$ cat config.mk
export PLATFORM = sky130hd
export DESIGN_NAME = mem_arbiter
export DESIGN_NICKNAME = d
export VERILOG_FILES = /design/src/rtl/mem_arbiter.sv
export SDC_FILE = /design/constraint.sdc
export NUM_CORES = 1
export LEC_CHECK = 0
export BUFFER_PORTS_ARGS = -buffer_cell sky130_fd_sc_hd__buf_4
export CAP_MARGIN = 30
export CELL_PAD_IN_SITES_DETAIL_PLACEMENT = 0
export CELL_PAD_IN_SITES_GLOBAL_PLACEMENT = 1
export CORE_ASPECT_RATIO = 1.4
export CORE_MARGIN = 10
export CORE_UTILIZATION = 33
export DETAILED_ROUTE_END_ITERATION = 16
export PLACE_DENSITY = 0.78
export SLEW_MARGIN = 20
export SYNTH_ARGS = -nofsm -noshare
export SYNTH_HDL_FRONTEND = slang
export SYNTH_SLANG_ARGS = --single-unit
$ cat constraint.sdc
create_clock -name CLK -period 2 [get_ports CLK]
set_clock_uncertainty 0.1 [all_clocks]
set_input_delay 0.5 -clock CLK [delete_from_list [all_inputs] [get_ports CLK]]
set_output_delay 0.5 -clock CLK [all_outputs]
set_load 0.1 [all_outputs]
$ cat src/rtl/mem_arbiter.sv
// mem_arbiter: shares one main-memory port between the data cache (D side)
// and the instruction cache (I side).
//
// Ports:
//   CLK, RESET              clock; synchronous active-low reset
//   D_READ/D_WRITE          data-cache block read / write-back request
//   D_ADDRESS/D_WRITEDATA   data-cache block address / write-back block
//   D_READDATA/D_BUSYWAIT   registered block to data cache / data-side stall
//   I_READ/I_ADDRESS        instruction-cache block read request / address
//   I_READDATA/I_BUSYWAIT   registered block to instr cache / instr-side stall
//   M_READ/M_WRITE          registered memory strobes
//   M_ADDRESS/M_WRITEDATA   registered memory address / write block
//   M_READDATA/M_BUSYWAIT   memory read block / memory busy
//
// One side is granted at a time; ties alternate (round-robin) and D wins the
// first tie after reset. Each transaction ends with a one-cycle RELEASE with
// strobes low, during which the winner's busywait drops.
module mem_arbiter #(
    parameter int ADDR_W = 6,
    parameter int DATA_W = 32
) (
    input  logic              CLK,
    input  logic              RESET,
    input  logic              D_READ,
    input  logic              D_WRITE,
    input  logic [ADDR_W-1:0] D_ADDRESS,
    input  logic [DATA_W-1:0] D_WRITEDATA,
    output logic [DATA_W-1:0] D_READDATA,
    output logic              D_BUSYWAIT,
    input  logic              I_READ,
    input  logic [ADDR_W-1:0] I_ADDRESS,
    output logic [DATA_W-1:0] I_READDATA,
    output logic              I_BUSYWAIT,
    output logic              M_READ,
    output logic              M_WRITE,
    output logic [ADDR_W-1:0] M_ADDRESS,
    output logic [DATA_W-1:0] M_WRITEDATA,
    input  logic [DATA_W-1:0] M_READDATA,
    input  logic              M_BUSYWAIT
);

    typedef enum logic [1:0] {IDLE, GRANT_D, GRANT_I, RELEASE} state_t;

    state_t state, state_nxt;
    logic   dreq, ireq;
    logic   d_done, i_done;
    logic   last_i;     // 1: I side held the most recent grant
    logic   started;    // masks the cycle before memory raises busywait
    logic   pick_d;
    logic   complete;

    assign dreq = D_READ | D_WRITE;
    assign ireq = I_READ;

    assign D_BUSYWAIT = dreq & ~d_done;
    assign I_BUSYWAIT = ireq & ~i_done;

    // D wins when alone, or on a tie when I was granted last.
    assign pick_d = dreq & (~ireq | last_i);

    always_ff @(posedge CLK) begin
        if (!RESET) state <= IDLE;
        else        state <= state_nxt;
    end

    always_comb begin
        state_nxt = state;
        complete  = 1'b0;
        case (state)
            IDLE: begin
                if (dreq | ireq) state_nxt = pick_d ? GRANT_D : GRANT_I;
            end
            GRANT_D, GRANT_I: begin
                if (started && !M_BUSYWAIT) begin
                    complete  = 1'b1;
                    state_nxt = RELEASE;
                end
            end
            RELEASE: state_nxt = IDLE;
            default: state_nxt = IDLE;
        endcase
    end

    always_ff @(posedge CLK) begin
        if (!RESET) begin
            M_READ      <= 1'b0;
            M_WRITE     <= 1'b0;
            M_ADDRESS   <= '0;
            M_WRITEDATA <= '0;
            D_READDATA  <= '0;
            I_READDATA  <= '0;
            last_i      <= 1'b1;
            started     <= 1'b0;
            d_done      <= 1'b0;
            i_done      <= 1'b0;
        end else begin
            // done flags are single-cycle pulses covering the RELEASE cycle
            d_done <= 1'b0;
            i_done <= 1'b0;
            case (state)
                IDLE: begin
                    if (dreq | ireq) begin
                        started <= 1'b0;
                        if (pick_d) begin
                            M_ADDRESS   <= D_ADDRESS;
                            M_WRITEDATA <= D_WRITEDATA;
                            // read+write together is a write-back
                            M_WRITE     <= D_WRITE;
                            M_READ      <= ~D_WRITE;
                            last_i      <= 1'b0;
                        end else begin
                            M_ADDRESS   <= I_ADDRESS;
                            M_READ      <= 1'b1;
                            M_WRITE     <= 1'b0;
                            last_i      <= 1'b1;
                        end
                    end
                end
                GRANT_D, GRANT_I: begin
                    if (!started) started <= 1'b1;
                    if (complete) begin
                        M_READ  <= 1'b0;
                        M_WRITE <= 1'b0;
                        if (state == GRANT_D) begin
                            d_done <= 1'b1;
                            if (M_READ) D_READDATA <= M_READDATA;
                        end else begin
                            i_done <= 1'b1;
                            if (M_READ) I_READDATA <= M_READDATA;
                        end
                    end
                end
                default: ;
            endcase
        end
    end

endmodule
**Yosys cells after proc, flatten, opt, wreduce, memory -nomap -nowiden**

Index checks and enable logic that the tools add are counted.
Widths: inputs -> output; s select.

- Mux-type cells: 19
- Reduce and logical (&&, ||, !) cells: 13
- Bitwise logic cells: 11
- Equal/unequal tests: 6

Operators by type and width:

| operator | count |
|---|---|
| $mux 1 | 11 |
| $reduce_and 3->1 | 3 |
| $reduce_and 4->1 | 2 |
| $mux 2 | 3 |
| $mux 6 | 1 |
| $ne 2x2->1 const B | 3 |
| $pmux 1 s2 | 3 |
| $pmux 2 s3 | 1 |
| $reduce_and 2->1 | 3 |
| $not 1->1 | 5 |
| $eq 2x2->1 const B | 2 |
| $and 1x1->1 | 3 |
| $or 1x1->1 | 3 |
| $eq 2x1->1 const B | 1 |
| $logic_not 2->1 | 1 |
| $reduce_bool 2->1 | 1 |
| $reduce_or 2->1 | 1 |
| $logic_and 1x1->1 | 1 |
| $logic_not 1->1 | 1 |

- Register bits after elaboration: 110
- Input port bits: 82
- Output and inout bits: 106

**Longest topological paths before layout**

Gate-level depths: netlist of run 1.

- Depth after elaboration: 6
- Gate-level depth with buffers: 8
- Gate-level depth less buffers: 6

**Least setup slack after synthesis of run 1**

OpenSTA, ideal clock, no wires.

- Path kind: input to output
- From: in I_READ
- To: out I_BUSYWAIT
- Stages on the path: 1
- Required time: 1400 ps
- Path slack: -434 ps
- Arrival time: 1834 ps
- Buffers on the path: 0
- Path through: nor2b_1

- Word-level cells in the longest chain between the ends: 1

Ends and longest elaborated chain:

| item | line | text |
|---|---|---|
| from (decl) | 30 | `input logic I_READ,` |
| $and 1x1->1 | 56 | `assign I_BUSYWAIT = ireq & ~i_done;` |
| to (decl) | 33 | `output logic I_BUSYWAIT,` |

No other way between the ends.

**Worst setup path after layout of run 1**

- From: reg state[0]
- To: reg D_READDATA[19]

- Word-level cells in the longest chain between the ends: 4
- Elaborated cells between the ends (all ways): 5

Ends and longest elaborated chain:

| item | line | text |
|---|---|---|
| from (decl) | 44 | `state_t state, state_nxt;` |
| from (signal assigned) | 63 | `else state <= state_nxt;` |
| $eq 2x1->1 / $eq 2x2->1 (equally long branches) | 69, 100, 124 |  |
| $reduce_or 2->1 | 69, 100 |  |
| $mux 1 | 69 | `case (state)` |
| $reduce_and 4->1 (no line) (*) | -- |  |
| to (signal assigned) | 90 | `D_READDATA <= '0;` |
| to (signal assigned) | 126 | `if (M_READ) D_READDATA <= M_READDATA;` |
| to (decl) | 28 | `output logic [DATA_W-1:0] D_READDATA,` |

Every way passes the cells marked *; elsewhere a longest branch is shown, timed or not.
A chain may end at the register's enable or synchronous reset.

==> results of run 1 <==
==> worst reg2reg max path, delay by kind of cell, from the launching register on <==
kind / cells / cell delay [ns]
flip-flops: 1 / 0.38
AND/OR/NAND/NOR: 3 / 0.61
adder cells (fa/ha/maj): 1 / 0.30
AO/OA/AOI/OAI: 1 / 0.08
buffers and inverters: 2 / 0.29
==> path summary, 6_finish.rpt <==
| kind | startpoint | end | cells after the start |
|---|---|---|---|
| max | state[0] | D_READDATA[19] | 7 |
| min | M_READDATA[5] | D_READDATA[5] | 3 |
| max reg2reg | state[0] | D_READDATA[19] | 7 |
| min reg2reg | M_WRITEDATA[9] | M_WRITEDATA[9] | 2 |
==> power by group <==
part / internal, mW / switching [mW] / leakage [nW]
Clock: 0.976 / 0.793 / 0.146
Sequential: 2.43 / 0.136 / 0.894
Combinational: 0.776 / 2.28 / 1.63
==> through the flow <==
stage               total power [mW]  setup slack [ns]  util (%)  instance area (sq um)  hold WS [ns]
global route                    7.79            0.0124      48.9                   6080         0.286
detailed placement              5.71             0.113      46.3                   5760         0.346
floorplan                       4.94            0.0754         -                   4220         0.358
CTS                             7.52            0.0978      48.7                   6060         0.270
finish                          7.40             0.124      48.9                   6080         0.286
global placement                5.67             0.211      46.3                   5760         0.340
==> layout make-up <==
class	count	area, sq um
Tap cell	150	188
Fill cell	1257	6350
Timing Repair Buffer	199	1590
Inverter	6	22.5
Clock inverter	7	73.8
Multi-Input combinational cell	358	1790
Sequential cell	110	2200
Clock buffer	9	225
==> layer usage <==
layer / track usage (%) / wire length, microns
met5: 0 / 0
met4: 4.06 / 163
met3: 5.65 / 1260
met2: 22.1 / 6040
met1: 16.2 / 5500
==> registers in the layout, indices dropped and copies added, names as in the netlist <==
signal	count
started	1
last_i	1
M_READ	1
M_WRITE	1
state	2
d_done	1
i_done	1
D_READDATA	32
I_READDATA	32
M_ADDRESS	6
M_WRITEDATA	32
==> cell usage in the layout, fill, tap and decap left out <==
master / synthesis / layout
o221ai_1: 1 / 1
clkinvlp_4: 0 / 1
nor2_1: 4 / 3
a21oi_1: 2 / 2
a31oi_1: 8 / 8
or3_1: 1 / 1
clkinv_2: 0 / 2
nand3_1: 64 / 64
nor4b_1: 1 / 1
o21ai_0: 72 / 72
ha_1: 4 / 4
or2_2: 1 / 1
bufinv_16: 0 / 1
inv_6: 0 / 1
nand3b_2: 1 / 1
nor2b_2: 0 / 1
nand2_1: 148 / 148
and2_1: 3 / 3
o21ai_1: 1 / 1
and3b_2: 0 / 1
a21boi_1: 29 / 29
inv_1: 6 / 6
nor2b_1: 2 / 1
and3_2: 0 / 1
and2b_4: 1 / 1
nor3_1: 1 / 1
nor2_2: 1 / 2
o22ai_1: 2 / 2
buf_4: 2 / 192
and3_1: 2 / 1
nand2b_1: 3 / 3
nor3_4: 0 / 1
buf_12: 0 / 6
a21boi_0: 3 / 3
clkinv_4: 0 / 2
dfxtp_1: 110 / 110
a2bb2oi_1: 1 / 1
clkbuf_16: 0 / 10
==> cell families after synthesis <==
logic type	synth area share (%)
and+or+nand+nor	24.4
adders and majority gates	1.19
buffers and inverters	5.62
DFF	52.3
AOI/OAI and AO/OA	16.5
==> out/qor.yml, run 1 <==
irDropWorstVdd_mv: 0.611
fin_cells: 839
synth_cells: 515
drt_iter0_drc: 206
insertion_delay_ns: 0.34
path_clk_slew_ns: 0.08
yosys_warnings: 0
grt_max_degree: 65
std_cell_rows: 48
dpl.cell_count: 822
antenna_found_initial: 0
totalWireLength_microns: 13000
vias_per_cell: 4.66
tritoncts: "yes"
path_class: "reg2reg"
fmax_mhz: 533
die_x_microns: 115
crit_family: "simple AND/OR/NAND/NOR gates"
holdBufCountCts: 0
pwr_density_cell_mw_per_mm2: 1220
setup_viol: 0
place_congestion: 0.773
min_period_ns: 1.88
layout-drive-gt1-share_pct: 32.5
final_hold_viol_count: 0
synth.area.top_cells: "dfxtp_1, nand2_1, o21ai_0"
final-max-slew-violation-count: 0
grt_pass1_vias: 3797
avgSynthCellArea_sq_um: 8.18
path_cells: "inv_1 > ha_1 > and3b_2 > and3_2 > clkbuf_16 > nand3_1 > o21ai_0"
clock-sinks: 110
max_stage_delay_ns: 0.38
path_buf_inv: 2
ys_seq_area_share_pct: 52.3
synth_area_leader_cell: "dfxtp_1"
grt_overflow: 0
hpwl_microns: 9570
rrSetupSlack_ns: 0.12
io_pins: 188
syn2layout_area_growth_pct: 44.5
worstMarginPinSlew_ns: 0.443
ctsResizeCount: 0
grt_pass1_wl_microns: 19900
ys_ff_latch: 110
required_ns: 2.12
synth_cell_types: 34
status: "finished, final reports clean"
slowest_stage: "dfxtp_1"
synth-edff-count: 0
cts_buffers: 9
max_cap_violations: 0
post-route-period-util_pct: 93.8
crit_fanout: 32
drc: 0
synth_common_cells: "nand2_1, dfxtp_1, o21ai_0"
synth_most_common_cell: "nand2_1"
port_buffers: 187
ant_nets: 0
total_leakage_power_nw: 2.67
syn_nets: 601
first_pass_iters: 5
fp.coreArea_sq_mm: 0.0124
endpoint_kind: "flip-flop"
critPathLaunchType: "flip-flop"
start_util_pct: 33.9
n_antenna_cell: 0
cts_max_level: 3
die_area_sq_mm: 0.0177
hold_class: "in2reg"
clk_path_buf_depth: 2
grt_usage_pct: 13.7
fin_setup_tns_ns: 0
final_nets: 770
synth_ff_type: "dfxtp_1"
syn-cell-area_sq_mm: 0.00421
vias: 3913
rsz0062_at_grt: "false"
ctsRootBufferMaster: "clkbuf_16"
yosysTopAreaCellShare_pct: 52.3
cts_setup_buffers: 0
max_slew_margin_pct: 70.5
die_height_microns: 154
synthArstFlopShare_pct: 0
crit_arrival_ns: 1.99
wire_per_inst_microns: 15.4
(Power assumes the default switching activity.)
==> run 2: changes to the inputs <==
Settings changed: CORE_UTILIZATION 33 to 30, PLACE_DENSITY 0.78 to 0.75.
Clock period 2 ns to 1.7 ns, I/O delays scaled along.
==> run 2 against run 1 <==
The run now ends with setup timing left. Non-clock buffer count up 14. Flip-flop and latch count unchanged. Clock-buffer cell count up 1. Design area up 5.1%. First-iteration DRC count up 6.3%. Worst hold slack worse by 0.080 ns. Via count up 3.4%. Combinational power up 22%. Worst setup slack worse by 0.15 ns. Die area up 8.5%. Total power up 19%. Global-route usage down 0.54 points. Critical path type unchanged. Highest routed layer unchanged.
==> out/qor.yml, run 2 (synthesis gave the netlist of run 1 again) <==
status: "complete, but fails checks"
violations: "setup timing"
total_power_mw: 8.82
vias: 4045
rrSetupSlack_ns: -0.03
tritoncts: "yes"
insertion_delay_ns: 0.34
worstMarginPinSlew_ns: 0.384
max_stage_delay_ns: 0.34
io_pins: 188
fin_setup_tns_ns: -0.122
crit_end: "D_READDATA[30]"
clk_path_buf_depth: 2
std_cell_rows: 51
grt_max_degree: 63
path_buf_inv: 3
place_congestion: 0.788
final_nets: 784
pwr_density_cell_mw_per_mm2: 1380
die_area_sq_mm: 0.0192
n_antenna_cell: 0
min_period_ns: 1.73
path_class: "reg2reg"
setup_viol: 9
drc: 0
layout-drive-gt1-share_pct: 36.4
die_x_microns: 120
final_hold_viol_count: 0
rr_endpoint: "D_READDATA[30]"
vias_per_cell: 4.56
grt_pass1_vias: 3892
drt_iter0_drc: 219
fmax_mhz: 578
port_buffers: 187
total_leakage_power_nw: 2.80
rsz0062_at_grt: "true"
ctsRootBufferMaster: "clkbuf_16"
worstReg2RegStart: "state[1]"
cts_max_level: 3
final-max-slew-violation-count: 0
dp_slack_ns: -0.0773
fin_ws_ns: -0.0303
die_height_microns: 160
critPathLaunch: "state[1]"
crit_family: "simple AND/OR/NAND/NOR gates"
slowest_stage: "dfxtp_2"
holdBufCountCts: 0
required_ns: 1.88
fin_hold_ws_ns: 0.206
grt_use_met2_pct: 22.2
crit_arrival_ns: 1.91
max_cap_violations: 0
cts_buffers: 9
totalWireLength_microns: 13800
hold_class: "in2reg"
grt_pass1_wl_microns: 20800
hpwl_microns: 10000
mostFrequentLayoutCells: "buf_4, nand2_1, dfxtp_1"
rr_worst_depth: 8
path_cells: "inv_2 > ha_4 > and3b_2 > and3_4 > buf_12 > clkbuf_16 > nand3_1 > o21ai_1"
ant_nets: 0
grt_usage_pct: 13.2
fp.coreArea_sq_mm: 0.0138
path_depth: 8
met3_usage_pct: 5.22
first_pass_iters: 6
syn2layout_area_growth_pct: 51.8
grt.met1_usage_pct: 15.2
critPathLaunchType: "flip-flop"
reg.largest.list: "D_READDATA (32), I_READDATA (32), M_WRITEDATA (32)"
layout_commonest_cell: "buf_4"
start_util_pct: 30.4
max_slew_margin_pct: 74.2
endpoint_kind: "flip-flop"
post-route-period-util_pct: 102
clock-sinks: 110
fillers: 1368
wire_per_inst_microns: 15.6
crit_fanout: 6
grt_overflow: 0
antenna_found_initial: 0
irDropWorstVdd_mv: 0.737
grt.busiest_layer: "met2"
path_clk_slew_ns: 0.08
-- run 2: cell count changes in the layout (fill, tap and decap cells not counted), sizes merged --
cell,change
clkbuf,+2
clkinvlp,-1
buf,+13
clkinv,-2
inv,+3
bufinv,-1
-- run 2: layout make-up --
type                    count  area [sq um]  area share, %
clock buffers              10           239           3.74
clock inverters             6          51.3          0.803
inverters                   6          22.5          0.352
multi-input cells         358          1870           29.2
flip-flops and latches    110          2210           34.5
well taps                 185           231           3.62
repair buffers            213          1770           27.7
-- run 2: worst reg2reg max path, stage by stage, from the launching register on --
cell	delay (ns)
dfxtp_2	0.34
inv_2	0.05
ha_4	0.26
and3b_2	0.22
and3_4	0.25
buf_12	0.14
clkbuf_16	0.16
nand3_1	0.07
o21ai_1	0.09
-- run 2: how the worst min path moves through the flow --
stage          slack [ns]            start               to  cells after the start
2_1_floorplan        0.36           last_i           last_i                      2
3_3_place_gp         0.34  M_WRITEDATA[20]  M_WRITEDATA[20]                      2
3_5_place_dp         0.35  M_WRITEDATA[15]  M_WRITEDATA[15]                      2
4_1_cts              0.19   M_READDATA[10]   D_READDATA[10]                      3
5_1_grt              0.19    M_READDATA[8]    D_READDATA[8]                      3
6_report             0.21   M_READDATA[10]   D_READDATA[10]                      3
-- run 2: power breakdown --
group | leakage, nW | total [mW] | internal [mW] | switching, mW
Sequential | 0.895 | 3.03 | 2.87 | 0.165
Combinational | 1.76 | 3.72 | 0.984 | 2.73
Clock | 0.146 | 2.07 | 1.06 | 1.01
Total | 2.80 | 8.82 | 4.92 | 3.90
-- run 2: stage by stage --
step | cell area, sq um | utilization (%) | instances
global route | 6390 | 46.2 | 888
floorplan | 4240 | - | 515
finish | 6390 | 46.2 | 888
CTS | 6210 | 44.9 | 881
global placement | 5890 | 42.5 | 864
detailed placement | 5890 | 42.5 | 864
-- run 2: timing repair --
| item | CTS | global route |
|---|---|---|
| gates resized for setup | 7 | 40 |
| pin swaps | 0 | 8 |
| buffers inserted | 0 | 3 |
| gates cloned | 1 | 4 |
| setup endpoints to repair | 41 | 70 |
-- run 2: routing by layer --
layer	up-vias	routed length (microns)
li1	2089	-
met1	1814	5890
met2	135	6620
met3	7	1200
met4	0	117
met5	-	0
==> run 3: changes to the inputs <==
Settings changed: CORE_MARGIN 10 to not set, CORE_UTILIZATION 30 to 33, PLACE_DENSITY 0.75 to 0.78.
Clock period 1.7 ns to 1.6 ns, I/O delays scaled along.
==> run 3 against run 2 <==
The run still ends with setup timing left. Worst hold slack got worse by 0.015 ns. Via count increased by 2.8%. Non-clock buffer count increased by 13. Sequential share of layout area decreased by 2.5 points. Critical path type unchanged.
==> out/qor.yml, run 3 (synthesis gave the netlist of run 1 again) <==
std_cell_rows: 48
hold_class: "in2reg"
die_area_sq_mm: 0.0132
fp.coreArea_sq_mm: 0.0124
dp_slack_ns: -0.118
fmax_mhz: 586
mostFrequentLayoutCells: "buf_4, nand2_1, dfxtp_1"
crit_fanout: 7
hpwl_microns: 8370
grt_max_degree: 65
layout_commonest_cell: "buf_4"
drc: 0
path_clk_slew_ns: 0.07
fin_setup_tns_ns: -3.64
min_period_ns: 1.71
crit_end: "D_READDATA[0]"
rr_endpoint: "D_READDATA[0]"
wire_per_inst_microns: 14.5
required_ns: 1.77
die_x_microns: 97.5
worstMarginPinSlew_ns: 0.367
irDropWorstVdd_mv: 0.718
regArea_sq_mm: 0.00221
totalWireLength_microns: 12600
die_height_microns: 136
final-max-slew-violation-count: 0
worstReg2RegStart: "state[1]"
multi_input_area_sq_mm: 0.00216
drt_iter0_drc: 126
critPathLaunchType: "flip-flop"
insertion_delay_ns: 0.34
port_buffers: 187
holdBufCountCts: 0
rr_worst_depth: 8
setup_viol: 64
violations: "setup timing"
final_hold_viol_count: 0
cts_buffers: 9
reg.largest.list: "D_READDATA (32), I_READDATA (32), M_WRITEDATA (32)"
critPathLaunch: "state[1]"
fillers: 1180
vias: 4160
fin_hold_ws_ns: 0.191
total_leakage_power_nw: 3.02
ant_nets: 0
layout-drive-gt1-share_pct: 45.7
place_congestion: 0.785
post-route-period-util_pct: 107
grt_overflow: 0
antenna_found_initial: 0
io_pins: 188
rrSetupSlack_ns: -0.11
n_antenna_cell: 0
dpl.cell_count: 833
endpoint_kind: "flip-flop"
grt_pass1_wl_microns: 18400
start_util_pct: 34.0
status: "complete, but fails checks"
total_power_mw: 10.3
fin_cells: 866
max_cap_violations: 0
holdPathStages: 3
grt_pass1_vias: 3700
max_slew_margin_pct: 75.3
rsz0062_at_grt: "true"
clk_path_buf_depth: 2
final_nets: 797
fin_ws_ns: -0.105
tritoncts: "yes"
grt_usage_pct: 17.2
ctsRootBufferMaster: "clkbuf_16"
vias_per_cell: 4.80
path_class: "reg2reg"
pwr_density_cell_mw_per_mm2: 1490
cts_max_level: 3
first_pass_iters: 4
syn2layout_area_growth_pct: 63.4
clock-sinks: 110
crit_arrival_ns: 1.88
-- run 3: changes by cell type in the layout (fill, tap and decap cells not counted), moves of 3 or more --
cell      before  now
nand3_1       60   33
nand3_2        4   31
o21ai_1       22   40
nand2_1      148  131
o21ai_0       46   30
a21boi_2       0   14
nand2_4        0   12
a21boi_1      29   18
buf_6          1    6
nand2_2        0    5
buf_4        199  203
a21boi_0       3    0
buf_12         8   11
inv_6          3    0
-- run 3: cell type report --
class / instances / area share (%)
clock buffer: 11 / 3.67
clock inverter: 5 / 1.18
inverter: 6 / 0.364
multi-input combinational: 358 / 31.4
sequential: 110 / 32.1
tap: 150 / 2.73
timing repair buffer: 226 / 28.6
-- run 3: power breakdown --
part	internal, mW	leakage, nW	switching (mW)
Clock	1.46	0.162	0.989
Combinational	1.43	1.96	3.17
Sequential	3.05	0.895	0.183
Total	5.94	3.02	4.34
-- run 3: worst min path at each step --
stage	start	slack, ns	to
after global placement	D_READDATA[1]	0.34	D_READDATA[1]
after global routing	M_READDATA[11]	0.19	D_READDATA[11]
after CTS	M_READDATA[30]	0.18	D_READDATA[30]
final	M_READDATA[30]	0.19	D_READDATA[30]
after floorplan	last_i	0.36	last_i
after detailed placement	D_READDATA[6]	0.34	D_READDATA[6]
-- run 3: through the flow --
stage               utilization (%)  area (sq um)
CTS                            53.0          6560
floorplan                         -          4450
global route                   55.6          6880
detailed placement             49.0          6070
global placement               49.0          6070
finish                         55.6          6880
-- run 3: timing repair --
item,CTS,global route
gates resized for setup,9,68
endpoints found under the setup margin,55,107
buffers inserted,6,4
pin swaps,4,34
gates cloned,3,4
endpoints found under the hold margin,0,0
-- run 3: routing by layer --
metal	wire length, microns	track usage, %	share of wire (%)
met5	0	0	0
met4	128	5.23	1.0
met1	5160	21.3	41
met3	767	4.33	6.1
met2	6520	29.2	52
-- run 3: worst max-delay path, stage by stage (launching register included) --
cell     delay (ns)
dfxtp_2        0.34
inv_2          0.05
ha_4           0.26
and3b_2        0.21
and3_4         0.26
buf_12         0.14
buf_12         0.12
nand3_1        0.08
o21ai_1        0.08
